### src/rtl/mux4_rr_sched.sv
// rtl/mux4_rr_sched.sv - round-robin burst scheduler driving the select pair of a 4:1 mux
// Grants one requester at a time for up to MAX_BURST cycles, then rotates priority past it.
module mux4_rr_sched #(
  parameter int MAX_BURST = 4,
  parameter int CNT_W     = 8
) (
  input  logic             clk,
  input  logic             rst_n,
  input  logic [3:0]       req,
  output logic [3:0]       gnt,
  output logic [1:0]       sel,
  output logic             busy,
  output logic [CNT_W-1:0] owner_cnt
);

  typedef enum logic [1:0] {
    IDLE  = 2'd0,
    GRANT = 2'd1
  } state_t;

  localparam logic [CNT_W-1:0] MAX_C = CNT_W'(MAX_BURST);
  localparam logic [CNT_W-1:0] ONE_C = CNT_W'(1);

  state_t           state_q, state_d;
  logic [1:0]       ptr_q, ptr_d;
  logic [3:0]       gnt_q, gnt_d;
  logic [1:0]       sel_q, sel_d;
  logic             busy_q;
  logic [CNT_W-1:0] cnt_q, cnt_d;
  logic [1:0]       rot_ptr;
  logic [2:0]       pick;

  // Returns {found, index}; scanning high offsets first lets the lowest offset from p win.
  function automatic logic [2:0] search(input logic [3:0] r, input logic [1:0] p);
    logic [2:0] res;
    logic [1:0] idx;
    res = 3'b000;
    for (int i = 3; i >= 0; i--) begin
      idx = p + 2'(i);
      if (r[idx]) res = {1'b1, idx};
    end
    return res;
  endfunction

  assign rot_ptr = sel_q + 2'd1;

  always_comb begin
    state_d = state_q;
    ptr_d   = ptr_q;
    gnt_d   = gnt_q;
    sel_d   = sel_q;
    cnt_d   = cnt_q;
    pick    = 3'b000;
    case (state_q)
      IDLE: begin
        pick = search(req, ptr_q);
        if (pick[2]) begin
          state_d = GRANT;
          gnt_d   = 4'b0001 << pick[1:0];
          sel_d   = pick[1:0];
          cnt_d   = ONE_C;
        end else begin
          gnt_d = 4'b0000;
          cnt_d = '0;
        end
      end
      GRANT: begin
        if (req[sel_q] && (cnt_q < MAX_C)) begin
          cnt_d = cnt_q + ONE_C;
        end else begin
          // Rotating past the releasing owner makes it the last candidate of the rescan.
          ptr_d = rot_ptr;
          pick  = search(req, rot_ptr);
          if (pick[2]) begin
            gnt_d = 4'b0001 << pick[1:0];
            sel_d = pick[1:0];
            cnt_d = ONE_C;
          end else begin
            state_d = IDLE;
            gnt_d   = 4'b0000;
            cnt_d   = '0;
          end
        end
      end
      default: begin
        state_d = IDLE;
        gnt_d   = 4'b0000;
        cnt_d   = '0;
      end
    endcase
  end

  always_ff @(posedge clk or negedge rst_n) begin
    if (!rst_n) begin
      state_q <= IDLE;
      ptr_q   <= 2'd0;
      gnt_q   <= 4'b0000;
      sel_q   <= 2'd0;
      busy_q  <= 1'b0;
      cnt_q   <= '0;
    end else begin
      state_q <= state_d;
      ptr_q   <= ptr_d;
      gnt_q   <= gnt_d;
      sel_q   <= sel_d;
      busy_q  <= |gnt_d;
      cnt_q   <= cnt_d;
    end
  end

  assign gnt       = gnt_q;
  assign sel       = sel_q;
  assign busy      = busy_q;
  assign owner_cnt = cnt_q;

endmodule
### config.mk
export PLATFORM = sky130hd
export DESIGN_NAME = mux4_rr_sched
export DESIGN_NICKNAME = d
export VERILOG_FILES = /design/src/rtl/mux4_rr_sched.sv
export SDC_FILE = /design/constraint.sdc
export NUM_CORES = 1
export LEC_CHECK = 0
export ABC_CLOCK_PERIOD_IN_PS = 5200
export BUFFER_PORTS_ARGS = -buffer_cell sky130_fd_sc_hd__buf_2
export CAP_MARGIN = 20
export CORE_MARGIN = 2
export CORE_UTILIZATION = 56
export CTS_CLUSTER_SIZE = 12
export DETAILED_ROUTE_END_ITERATION = 10
export GPL_ROUTABILITY_DRIVEN = 0
export PLACE_DENSITY = 0.84
export SKIP_CTS_REPAIR_TIMING = 1
export SYNTH_ARGS = -nofsm -noshare
export SYNTH_HDL_FRONTEND = slang
export SYNTH_SLANG_ARGS = --single-unit
### constraint.sdc
create_clock -name clk -period 5.2 [get_ports clk]
set_clock_uncertainty 0.15 [all_clocks]
set_input_delay 0.52 -clock clk [delete_from_list [all_inputs] [get_ports clk]]
set_output_delay 0.52 -clock clk [all_outputs]
set_load 0.1 [all_outputs]
==> flow_summary.ini, run 1 <==
[floorplanning]
initial_core_util_pct = 61.56
coreArea_um2 = 1559
die-area_um2 = 2061
dieHeight_um = 45.40
rows = 14
die_w_um = 45.40
ioPinCount = 21

[setup_path]
rrSetupSlack_ns = 3.03
r2r-start = sel[1]
r2r-end = busy
start_kind = flop
path_delay_family = simple AND/OR/NAND/NOR gates
crit_arrival_ns = 2.19
cpMostUsedCell = and4_1
crit_required_ns = 5.22
path_cells = mux4_2 > and4_1 > nand2_1 > and4_1 > nand4_1
cp_slowest_cell = dfrtp_1
cp.depth = 5
worstSetupPathType = reg2reg
cp_slowest_stage_delay_ns = 0.57
worst_setup_path_end_kind = flop
ff2ff_path_depth = 5
path_max_fanout = 11
crit_buf_inv = 0

[outcome]
status = finished clean

[route]
routedWlPerCell_um = 14.77
routed_wl_um = 1965
drt_first_pass_iters = 4
vias_per_cell = 5.955
remaining_drc_errors = 0
ant_nets = 0
vias = 792
first_iter_violations = 19

[logic_synthesis]
yosysSeqAreaShare_pct = 46.94
synth_common_cells = dfrtp_1, nor2_1, inv_1, nand2_1, o21ai_0
synth_area_leader_cell = dfrtp_1
synthFlopType = dfrtp_1
synthAdderAreaFrac_pct = 1.304
synth_most_common_cell = dfrtp_1
ys_warn_count = 0
netlist_instances = 93
async_reset_ff_share_pct = 100.0
yosysTopAreaCellShare_pct = 46.94
synth_compound_area_share_pct = 17.86
postSynthAreaPerCell_um2 = 10.32
syn-cell-area_um2 = 959.7
muxShareOfSynthArea_pct = 6.519
synth_top_family_by_area = simple AND/OR/NAND/NOR gates
synth_xor_area_share_pct = 0.9126
ys_seq_elements = 18
synth-edff-count = 0
synth.distinct_cells = 37
yosys-top-cells-area = dfrtp_1, mux2i_1, o221ai_1
synth-simple-area-share_pct = 19.82

[grt]
overflow = 0
grt_usage_pct = 22.44
grt_max_degree = 19
antenna_found_initial = 0
grt_pass1_vias = 755
grt_pass1_wl_um = 3174

[layout]
final_cells = 133
final_nets = 125
n_antenna_cell = 0
area_delta_synth_final_pct = 14.99
num-fill-cells = 129
drive_gt1_share_pct = 23.93

[placement]
portBuffers = 20
dp_hpwl_um = 1487
placedCellCount = 128

[sta]
fin_crit_sh_pct = 41.68
slew_violations = 0
relSlewSlack_pct = 52.28
worstMarginPinSlew_ns = 0.7159
rsz0062_at_grt = false
finalSetupViolCount = 0
min_period_ns = 2.168
setup_tns_ns = 0
max_freq_ghz = 0.4614
hold_viol = 0

[job]
drv_cap = 0

[clock_network]
worst_setup_hold_path_clk_slew_ns = 0.10
cts_tree = built
insertion_delay_ns = 0.30
cts_num_sinks = 18
cts.path.max_buffers = 2
cts-root-buf = clkbuf_4
cts_made_buffers = 3
cts_htree_levels = 1

[min_path]
holdPathEnd = owner_cnt[0]
min_from = owner_cnt[0]
hold_depth = 1
hp-class = reg2reg

[power_and_ir_drop]
p_total_uw = 527.0
pwr_density_cell_nw_per_um2 = 477.5
peakVddDrop_mv = 0.2417
p_leak_nw = 0.5396
## routing by layer
layer / part of all wire [%] / track usage (%) / wire length [µm]
met5: 0 / 0 / 0
met4: 1.8 / 13.53 / 35
met3: 5.9 / 9.127 / 115
met2: 49 / 35.21 / 963
met1: 43 / 25.32 / 851
## flip-flops by register name, indices dropped and copies added (netlist names)
signal and flops:
state_q 1, owner_cnt 8, ptr_q 2, sel 2, busy 1, gnt 4
## how the worst max path moves through the flow
stage	start	to	slack (ns)
final	sel[1]	busy	3.03
after global routing	sel[1]	busy	2.92
after CTS	sel[1]	busy	3.06
after detailed placement	req[3]	busy	3.02
after global placement	req[3]	busy	3.10
after floorplan	sel[1]	busy	2.64
## cell usage in the layout (no fill, tap or decap), types with 2 or more instances in the layout
cell / netlist / routed
dfrtp_1: 18 / 18
clkbuf_4: 0 / 3
o21ai_0: 5 / 5
nor2b_1: 3 / 3
inv_1: 6 / 6
nand2b_1: 2 / 2
mux2i_1: 4 / 4
nor2_1: 8 / 8
and2_1: 3 / 3
a21oi_1: 4 / 4
and4_1: 2 / 2
conb_1: 1 / 5
buf_2: 3 / 20
nand2_1: 5 / 5
o221ai_1: 4 / 4
or3_1: 2 / 2
## per-stage QoR
stage          worst slack (ns)  hold WS, ns  area [µm²]  util (%)
6_report                  3.032       0.3692        1104     70.79
3_3_place_gp              3.100       0.3021        1057     67.82
3_5_place_dp              3.021       0.3068        1057     67.82
4_1_cts                   3.057     -0.02601        1094     70.14
5_1_grt                   2.923       0.3983        1104     70.79
2_1_floorplan             2.638      0.07441       974.7         -
## worst reg2reg max path: cells and delay by family, from the launching register on
family,cells,cell delay [ns]
flops,1,0.57
mux,1,0.55
simple gates,4,0.76
## kinds of logic (layout without fill, tap and decap cells)
kind of cell	after synthesis	count (layout)
fa+ha+maj	1	1
buf+inv	11	31
flops	18	18
other cells	1	5
compound gates	24	24
mux	5	5
xor+xnor	1	1
simple gates	32	32
## where the power goes
| part | switching, mW | internal (mW) |
|---|---|---|
| logic | 0.193 | 0.0589 |
| clock network | 0.0434 | 0.0428 |
| registers | 0.0259 | 0.163 |
| total | 0.262 | 0.265 |
## layout make-up
| type | count | area, µm² | area share (%) |
|---|---|---|---|
| Multi-Input combinational cell | 68 | 464.2 | 42.06 |
| Inverter | 6 | 22.52 | 2.041 |
| Sequential cell | 18 | 450.4 | 40.82 |
| Timing Repair Buffer | 21 | 110.1 | 9.977 |
| Tap cell | 16 | 20.02 | 1.814 |
| Clock buffer | 4 | 36.28 | 3.288 |
Note: power is estimated with default switching activity, not from simulation.
==> run 2, diff against run 1 <==
--- a/config.mk
+++ b/config.mk
@@ -5,15 +5,15 @@
 export SDC_FILE = /design/constraint.sdc
 export NUM_CORES = 1
 export LEC_CHECK = 0
-export ABC_CLOCK_PERIOD_IN_PS = 5200
+export ABC_CLOCK_PERIOD_IN_PS = 1900
 export BUFFER_PORTS_ARGS = -buffer_cell sky130_fd_sc_hd__buf_2
 export CAP_MARGIN = 20
 export CORE_MARGIN = 2
-export CORE_UTILIZATION = 56
+export CORE_UTILIZATION = 47
 export CTS_CLUSTER_SIZE = 12
 export DETAILED_ROUTE_END_ITERATION = 10
 export GPL_ROUTABILITY_DRIVEN = 0
-export PLACE_DENSITY = 0.84
+export PLACE_DENSITY = 0.75
 export SKIP_CTS_REPAIR_TIMING = 1
 export SYNTH_ARGS = -nofsm -noshare
 export SYNTH_HDL_FRONTEND = slang
==> constraint.sdc (replaced) <==
create_clock -name clk -period 1.9 [get_ports clk]
set_clock_uncertainty 0.15 [all_clocks]
set_input_delay 0.19 -clock clk [delete_from_list [all_inputs] [get_ports clk]]
set_output_delay 0.19 -clock clk [all_outputs]
set_load 0.1 [all_outputs]
==> run 2 against run 1 <==
Against the previous run:
- maximum frequency increased by 14%
- setup slack worse by 3.0 ns
- global-route usage shrank 3.7 points
- wire length is 6.2% higher
- critical endpoint unchanged
- largest cell class unchanged
==> flow_summary.ini, run 2 (same netlist as run 1, synthesis figures left out) <==
[floorplanning]
die_w_um = 49.19
rows = 16
initial_core_util_pct = 49.42
die-area_um2 = 2419
coreArea_um2 = 1942
ioPinCount = 21
dieHeight_um = 49.19

[layout]
drive_gt1_share_pct = 36.00
largest_reg_flops = 8
area_delta_synth_final_pct = 24.38
final_cells = 152
final_nets = 133
n_antenna_cell = 0
final_common_cell = buf_2
stdcell_area_um2 = 1194
fin_util_pct = 61.47
final_cell_mix = buf_2, dfrtp_1, nor2_1, buf_4, inv_1

[power_and_ir_drop]
p_leak_nw = 0.5739
switching_share_pct = 48.56
peakVddDrop_mv = 0.6220
power_frac_comb_pct = 49.5
p_total_mw = 1.489
p_int_uw = 765.8
pwr_density_cell_nw_per_um2 = 1247
power_frac_clock_pct = 15.4
p_switching_uw = 722.9
seqPwrFrac_pct = 35.1

[sta]
setup_slack_ns = 0.0001501
setup_tns_ns = 0
fin_crit_sh_pct = 99.99
hold_viol = 0
rsz0062_at_grt = true
finalSetupViolCount = 0
max_freq_ghz = 0.5264
timing.hold.ws_ns = 0.1920
min_period_ns = 1.900
slew_violations = 0

[setup_path]
path_max_fanout = 7
cp_slowest_cell = mux4_2
cp_slowest_stage_delay_ns = 0.50
crit_path_start = sel[1]
path_cells = mux4_2 > and4_2 > nand2_2 > and4_1 > nand4_1
r2r-start = sel[1]
worst_setup_path_end_kind = flop
start_kind = flop
crit_required_ns = 1.91
crit_arrival_ns = 1.91
worstSetupPathType = reg2reg

[clock_network]
cts_htree_levels = 1
cts-root-buf = clkbuf_4
cts_num_sinks = 18
cts.path.max_buffers = 2
worst_setup_hold_path_clk_slew_ns = 0.09
cts_made_buffers = 3
cts_tree = built
insertion_delay_ns = 0.29

[route]
vias_per_cell = 5.336
routedWlPerCell_um = 13.72
vias = 811
drt_first_pass_iters = 4
first_iter_violations = 30
ant_nets = 0
remaining_drc_errors = 0
routed_wl_um = 2086

[grt]
overflow = 0
grt_pass1_vias = 774
grt_pass1_wl_um = 3470
antenna_found_initial = 0
grt_max_degree = 19
grt_usage_pct = 18.77

[placement]
dp_hpwl_um = 1608
place_ws_ns = -0.04380
placed_cell_area_um2 = 1136
portBuffers = 20
placedCellCount = 146

[job]
drv_cap = 0

[outcome]
status = finished clean

[min_path]
hp-class = in2async
run 2: path summary, 6_finish.rpt:
| path | cells past startpoint | slack (ns) | endpoint |
|---|---|---|---|
| max in group asynchronous | 2 | 1.10 | sel[1] |
| setup / recovery | 5 | 0.0002 | busy |
| hold / removal | 2 | 0.19 | busy |
| min in group clk | 4 | 0.21 | state_q[0] |
| hold reg to reg | 1 | 0.33 | owner_cnt[0] |
| setup reg to reg | 5 | 0.0002 | busy |
run 2: cell type report:
class / count / area (µm²)
Tap cell: 27 / 33.78
Timing Repair Buffer: 29 / 167.7
Fill cell: 177 / 748.2
Multi-Input combinational cell: 68 / 473.0
Sequential cell: 18 / 460.4
Clock buffer: 4 / 36.28
Inverter: 6 / 22.52
run 2: worst max-delay path, delay by kind of cell, from the launching register on:
kind / cells / cell delay [ns]
AND/OR/NAND/NOR: 4 / 0.65
multiplexers: 1 / 0.50
flip-flops: 1 / 0.47
run 2: layer usage:
layer / wire length [µm] / track usage [%] / up-vias / part of all wire [%]
li1: - / - / 393 / -
met1: 895 / 23.90 / 389 / 43
met2: 1059 / 31.08 / 25 / 51
met3: 115 / 5.828 / 4 / 5.5
met4: 16 / 4.286 / 0 / 0.77
met5: 0 / 0 / - / 0
run 2: power by group through the flow:
stage               logic (mW)  clock network [mW]  registers [mW]
finish                   0.737               0.229           0.522
CTS                      0.721               0.238           0.525
global route             0.777               0.255           0.533
detailed placement       0.719                   0           0.534
global placement         0.703                   0           0.529
floorplan                0.238                   0           0.868
